==> src/rtl/pps_period_meter.sv <==
// pps_period_meter: counts CLK_SYS cycles between rising edges of an external
// pulse and publishes each period, its signed error against NOMINAL and an
// in-tolerance flag through a valid/ack handshake. Flags loss of the pulse.
module pps_period_meter #(
  parameter int unsigned NOMINAL = 20_000_000,
  parameter int unsigned TOL     = 1000,
  parameter int unsigned TIMEOUT = 30_000_000
) (
  input  logic        CLK_SYS,
  input  logic        CLK_RST,
  input  logic        pps_in,
  input  logic        period_ack,
  output logic [31:0] period,
  output logic [31:0] freq_err,
  output logic        in_tol,
  output logic        period_valid,
  output logic        overrun,
  output logic        pps_lost
);

  localparam logic [31:0] TimeoutM1 = 32'(TIMEOUT - 1);

  typedef enum logic [1:0] {
    StAcq,
    StMeas,
    StLost
  } state_e;

  state_e      state_q, state_d;
  logic [31:0] cnt_q, cnt_d;
  logic        s1_q, s2_q, s3_q;
  logic [31:0] period_q, period_d;
  logic [31:0] freq_err_q, freq_err_d;
  logic        in_tol_q, in_tol_d;
  logic        valid_q, valid_d;
  logic        overrun_q, overrun_d;
  logic        lost_q, lost_d;

  logic        pps_edge;
  logic        capture;
  logic        at_timeout;
  logic [31:0] cnt_plus1;
  logic [32:0] err_wide;
  logic [31:0] err_trunc;
  logic [31:0] err_mag;

  // Two-flop synchronizer plus a delay flop for rising-edge detection.
  always_ff @(posedge CLK_SYS or negedge CLK_RST) begin
    if (!CLK_RST) begin
      s1_q <= 1'b0;
      s2_q <= 1'b0;
      s3_q <= 1'b0;
    end else begin
      s1_q <= pps_in;
      s2_q <= s1_q;
      s3_q <= s2_q;
    end
  end

  assign pps_edge   = s2_q & ~s3_q;
  assign cnt_plus1  = cnt_q + 32'd1;
  assign at_timeout = (cnt_q == TimeoutM1);

  // Measurement FSM: next state and counter. An edge wins over a timeout.
  always_comb begin
    state_d = state_q;
    cnt_d   = cnt_q;
    capture = 1'b0;
    unique case (state_q)
      StAcq: begin
        if (pps_edge) begin
          cnt_d   = 32'd0;
          state_d = StMeas;
        end else if (at_timeout) begin
          state_d = StLost;
        end else begin
          cnt_d = cnt_plus1;
        end
      end
      StMeas: begin
        if (pps_edge) begin
          capture = 1'b1;
          cnt_d   = 32'd0;
        end else if (at_timeout) begin
          state_d = StLost;
        end else begin
          cnt_d = cnt_plus1;
        end
      end
      StLost: begin
        // First period after recovery is only armed, never captured.
        if (pps_edge) begin
          cnt_d   = 32'd0;
          state_d = StMeas;
        end
      end
      default: begin
        state_d = StAcq;
        cnt_d   = 32'd0;
      end
    endcase
  end

  // Error is formed in 33 bits and truncated; periods stay far below 2^31.
  always_comb begin
    err_wide  = {1'b0, cnt_plus1} - {1'b0, NOMINAL};
    err_trunc = err_wide[31:0];
    err_mag   = err_trunc[31] ? (~err_trunc + 32'd1) : err_trunc;
  end

  // Result registers load only on capture; handshake flags follow the ack rules.
  always_comb begin
    period_d   = period_q;
    freq_err_d = freq_err_q;
    in_tol_d   = in_tol_q;
    valid_d    = valid_q;
    overrun_d  = overrun_q;
    if (capture) begin
      period_d   = cnt_plus1;
      freq_err_d = err_trunc;
      in_tol_d   = (err_mag <= TOL);
      valid_d    = 1'b1;
      if (period_ack) begin
        overrun_d = 1'b0;
      end else if (valid_q) begin
        overrun_d = 1'b1;
      end
    end else if (period_ack) begin
      valid_d   = 1'b0;
      overrun_d = 1'b0;
    end
  end

  assign lost_d = (state_d == StLost);

  // State, counter and output registers.
  always_ff @(posedge CLK_SYS or negedge CLK_RST) begin
    if (!CLK_RST) begin
      state_q    <= StAcq;
      cnt_q      <= 32'd0;
      period_q   <= 32'd0;
      freq_err_q <= 32'd0;
      in_tol_q   <= 1'b0;
      valid_q    <= 1'b0;
      overrun_q  <= 1'b0;
      lost_q     <= 1'b0;
    end else begin
      state_q    <= state_d;
      cnt_q      <= cnt_d;
      period_q   <= period_d;
      freq_err_q <= freq_err_d;
      in_tol_q   <= in_tol_d;
      valid_q    <= valid_d;
      overrun_q  <= overrun_d;
      lost_q     <= lost_d;
    end
  end

  assign period       = period_q;
  assign freq_err     = freq_err_q;
  assign in_tol       = in_tol_q;
  assign period_valid = valid_q;
  assign overrun      = overrun_q;
  assign pps_lost     = lost_q;

endmodule

==> config.mk <==
export PLATFORM = sky130hd
export DESIGN_NAME = pps_period_meter
export DESIGN_NICKNAME = d
export VERILOG_FILES = /design/src/rtl/pps_period_meter.sv
export SDC_FILE = /design/constraint.sdc
export NUM_CORES = 1
export LEC_CHECK = 0
export CAP_MARGIN = 20
export CORE_MARGIN = 4
export CORE_UTILIZATION = 40
export DETAILED_ROUTE_END_ITERATION = 6
export HOLD_SLACK_MARGIN = 0.02
export PLACE_DENSITY = 0.72
export SYNTH_ARGS = -nofsm -noshare
export SYNTH_HDL_FRONTEND = slang
export SYNTH_SLANG_ARGS = --single-unit
==> constraint.sdc <==
create_clock -name CLK_SYS -period 3.8 [get_ports CLK_SYS]
set_input_delay 1.14 -clock CLK_SYS [delete_from_list [all_inputs] [get_ports CLK_SYS]]
set_output_delay 1.14 -clock CLK_SYS [all_outputs]
set_load 0.05 [all_outputs]
* Word-level counts from Yosys, hierarchy flattened
Cells that the tools add are included.
** Storage, ports and cells
- Flip-flop bits (word level) :: 105
- Output and inout port bits :: 68
** Operators by class
- $add $sub $neg :: 3
- Order comparisons :: 1
- Equality and inequality tests :: 6
- Mux-type cells :: 17
- Bitwise logic cells :: 3
- Reduce and logical (&&, ||, !) cells :: 6
** Operator list (number)
- two-way mux 32 bit :: 4
- adder 32 x 1 -> 32 bit (second input constant) :: 2
- one-hot mux 32 bit (2 select lines) :: 1
- == test 32 x 25 -> 1 bit (second input constant) :: 1
- less-or-equal comparator 32 x 10 -> 1 bit (second input constant) :: 1
- inverter 32 bit :: 1
- subtractor 32 x 25 -> 32 bit (second input constant) :: 1
- two-way mux 2 bit :: 4
- two-way mux 1 bit :: 7
- one-hot mux 2 bit (3 select lines) :: 1
- == test 2 bit (second input constant) :: 2
- AND reduction 2 bit :: 2
- nonzero test 2 bit :: 2
- != test 3 bit (second input constant) :: 1
- == test 2 x 1 -> 1 bit (second input constant) :: 1
- logical NOT 2 bit :: 1
- != test 2 bit (second input constant) :: 1
- OR reduction 2 bit :: 1
- AND 1 bit :: 1
- inverter 1 bit :: 1

* Longest topological paths before layout
- Word-level depth :: 6
- Mapped depth :: 17
- Depth with buffers taken out :: 13

* Worst setup path before layout
OpenSTA, ideal clock, no wires.
- Kind :: reg2reg
- From :: register cnt_q[1]
- To :: register in_tol_q (netlist: in_tol)
- Data arrival time :: 3912 ps
- Data required time :: 3705 ps
- Setup slack :: -207 ps
- Stages on the path, launching flop included :: 16
- Buffers on the path :: 2
- Period minus slack after synthesis :: 4007 ps
- Cell sequence :: dfrtp_1 ha_1 clkbuf_1 nand4_1 nor3_1 xnor2_1 or4_1 buf_2 a311oi_4 a2111oi_4 and2_4 or3b_1 a2111o_1 nor4_2 o211ai_1 o31ai_1
** Between the ends
- Word-level cells in the longest chain between the ends :: 6
** Ends and longest elaborated chain
- start: declaration :: line 30 : logic [31:0] cnt_q, cnt_d;
- start signal: assignment :: line 149 : cnt_q <= cnt_d;
- adder 32 x 1 -> 32 bit (*) :: line 61 : assign cnt_plus1 = cnt_q + 32'd1;
- subtractor 32 x 25 -> 32 bit (*) :: line 106 : err_wide = {1'b0, cnt_plus1} - {1'b0, NOMINAL};
- inverter 32 bit :: line 108 : err_mag = err_trunc[31] ? (~err_trunc + 32'd1) : err_trunc;
- adder 32 x 1 -> 32 bit :: line 108
- two-way mux 32 bit (*) :: line 108
- less-or-equal comparator 32 x 10 -> 1 bit (*) :: line 121 : in_tol_d = (err_mag <= TOL);
- end signal: assignment :: line 152 : in_tol_q <= in_tol_d;
- end: declaration :: line 34 : logic in_tol_q, in_tol_d;
Every way passes the cells marked *; elsewhere a longest branch is shown, timed or not.
A chain may end at the register's enable or synchronous reset.

* Worst setup path in the final report
Same ends and word-level chain as after synthesis.

==> results.md <==
* Number of global-route vias before repair at around 6,400
* Post-Syn Area per Cell at 8.25 um2
* Failing checks: negative setup slack
* Count leader, synth: nand2_1
* CTS Hold Bufs at 0
* Arrival time of the worst setup path at 4120 ps
* Post-DP HPWL at 16.0 mm
* P&R area growth vs syn at 37.6%
* H-tree levels at 3
* Top FF cell, synth: dfrtp_1
* Crit path kind: flip-flop to flip-flop
* Core Region at around 0.015 mm2
* Pre-CTS setup slack at -255 ps
* Total Wirelength at 21.1 mm
* Synthesized area at around 0.0064 mm2
* Slew Limit Fails at 0
* EDFF count, synth at 0
* Post-Syn Nets at 779
* Max transition margin at 38.0%
* DR WL/cell at about 18 um
* DRT Pass-1 Iters at 6
* Final min period at 3860 ps
* Die Wd at between 100 and 150 um
* CP max stage delay at 560 ps
* CP endpoint kind: flip-flop
* Startpoint Class: flip-flop
* Clock buffer depth at 2
* Leak pwr at 0.00354 uW
* Routed Antenna Nets at 0
* CP most frequent cell: buf_4
* Hold WS at about 360 ps
* Num CTS Buffers at 9
* GRT Util Overall at a little under a quarter
* Vias per Instance at between 5 and 6
* First-pass GRT wire length at 34.3 mm
* Input/output buffers at between 70 and 80
* Status: finished, violations left
* Total power at 2750 uW
* Seq/Total Area, Yosys at 38.0%
* Clock latency on the worst-skew pair at around 360 ps
* GP Congestion at 0.955
* Final setup viols at 1
* Fin nets at 962
* Placement Rows at 45
* Die Ht at 134 um
* DR vias at 6,685
* Die area at 0.0181 mm2
* Synth warnings at 0
* CP max FO at 6
* Total congestion overflow at 0
* Clock skew at 11.7 ps
* Largest net degree at the start of global routing at ~110
* Initial antenna violation count at 0
* CP Data Required Time at 4060 ps
* RSZ-0062 raised after global routing: true
* Slew @ Worst Pin at 923 ps
* Util after Layout at between 50% and 60%
* Critical-path cell list: ha_2, nand4_1, buf_4, nor2_1, a31o_2, or4_4, buf_4, a31oi_4, o2111ai_2, a21o_1, buf_4, buf_4, a21oi_1, a311oi_1, o31ai_1, o2111ai_1, o31ai_1
* Area leader, netlist: dfrtp_1
* Final Hold Viols at 0
* CTS root buffer: clkbuf_16
* WP buf/inv at 4
* CP max-delay cell: or4_4
* Cells after Synth at between 700 and 800
* Post-synthesis cell type count at 74
* Post-synth top area share at 38.0%
* TritonCTS clock tree: built
* Detailed router's first-iteration violation count at 817
* P per Cell Area at 313 mW/mm2
* FFs w/ async S/R, synth at 100%
* TNS Setup at -63.6 ps
* Clk sinks at 97
* Fraction of layout cells with a size suffix above 1 at 24.1%
* IO Pins at 72
* Synth top area cells: dfrtp_1 38%, o21ai_0 7.7%, nand2_1 6.9%
* Commonest cells post-synth: 117 x nand2_1, 98 x o21ai_0, 97 x dfrtp_1, 57 x nor2_1, 39 x clkbuf_1
* Starting density of the core at 41.4%
* Clk slew on worst S/H paths at 80 ps
* Worst hold path class: flip-flop to flip-flop
* Max frequency at 259 MHz
* DRC Markers at 0
* Period utilization at 102%
* Final antenna diode count at 0
* Crit-path leading delay family: compound AO/OA/AOI/OAI gates
* Worst setup margin at -63.6 ps
* IR drop worst, VDD at 226 uV
* Max_cap viols at 0
* #FFs+latches synth at 97
[sequential cells by signal (all words and copies together) (netlist names), 2 cells and up]
signal,cells
cnt_q,32
freq_err,24
state_q,2
period,32
[metrics by stage]
stage	instance area [um2]	instances
6_report	8790	1172
2_1_floorplan	6410	774
3_3_place_gp	8210	1141
5_1_grt	8790	1172
3_5_place_dp	8210	1141
4_1_cts	8710	1169
[cells in the final DEF (no fill, tap or decap), types with 14 or more instances in the layout]
master             n
nand4_1           21
o31ai_1           15
clkdlybuf4s50_1   70
nor2_1            54
buf_4            162
a21oi_1           25
nor3_1            17
nand3_1           25
dfrtp_1           94
nand2_1          117
o21ai_0           97
nor4_1            14
xnor2_1           29
[power by group]
group,leakage [uW],internal [uW],switching [uW]
registers,0.00127,1090,51.7
clock network,0.000150,531,427
logic,0.00212,222,423
[worst paths after layout]
path / slack [ps] / end / from / depth (start not counted)
min in group asynchronous: 760 / cnt_q[5]$_DFFE_PN0P_ / CLK_RST / 1
min: 360 / s2_q$_DFF_PN0_ / s1_q$_DFF_PN0_ / 0
min reg2reg: 360 / s2_q$_DFF_PN0_ / s1_q$_DFF_PN0_ / 0
max in group asynchronous: 2350 / in_tol$_DFFE_PN0P_ / CLK_RST / 2
max reg2reg: -60 / in_tol$_DFFE_PN0P_ / cnt_q[1]$_DFFE_PN0P_ / 17
max: -60 / in_tol$_DFFE_PN0P_ / cnt_q[1]$_DFFE_PN0P_ / 17
[final cells by class]
cell class,instances,area (um2)
timing repair buffer,234,1950
fill,1434,6640
sequential,97,2430
inverter,8,30.0
tap,211,264
multi-input combinational,607,3810
clock buffer,10,239
clock inverter,5,61.3
[routing by layer]
metal  global-route usage (%)  up-vias  part of all wire, %
met5                        0        -                    0
met4                     7.13        0                  2.5
met3                     3.53       49                  6.6
met2                     37.5      293                   46
met1                     33.5     3158                   45
li1                         -     3185                    -
[logic make-up after synthesis]
group | share of synthesized area (%)
AND/OR/NAND/NOR | 26.4
AO/OA/AOI/OAI | 22.8
flip-flops | 38.0
buffers and inverters | 5.09
XOR/XNOR | 6.56
multiplexers | 0.980
adder cells (fa/ha/maj) | 0.196
[repair_timing]
item,in CTS,in global routing
gates resized for setup,23,12
endpoints found under the hold margin,0,0
pin swaps,15,4
setup endpoints to repair,1,1
setup buffers,13,3
Note: power is estimated with default switching activity, not from simulation.
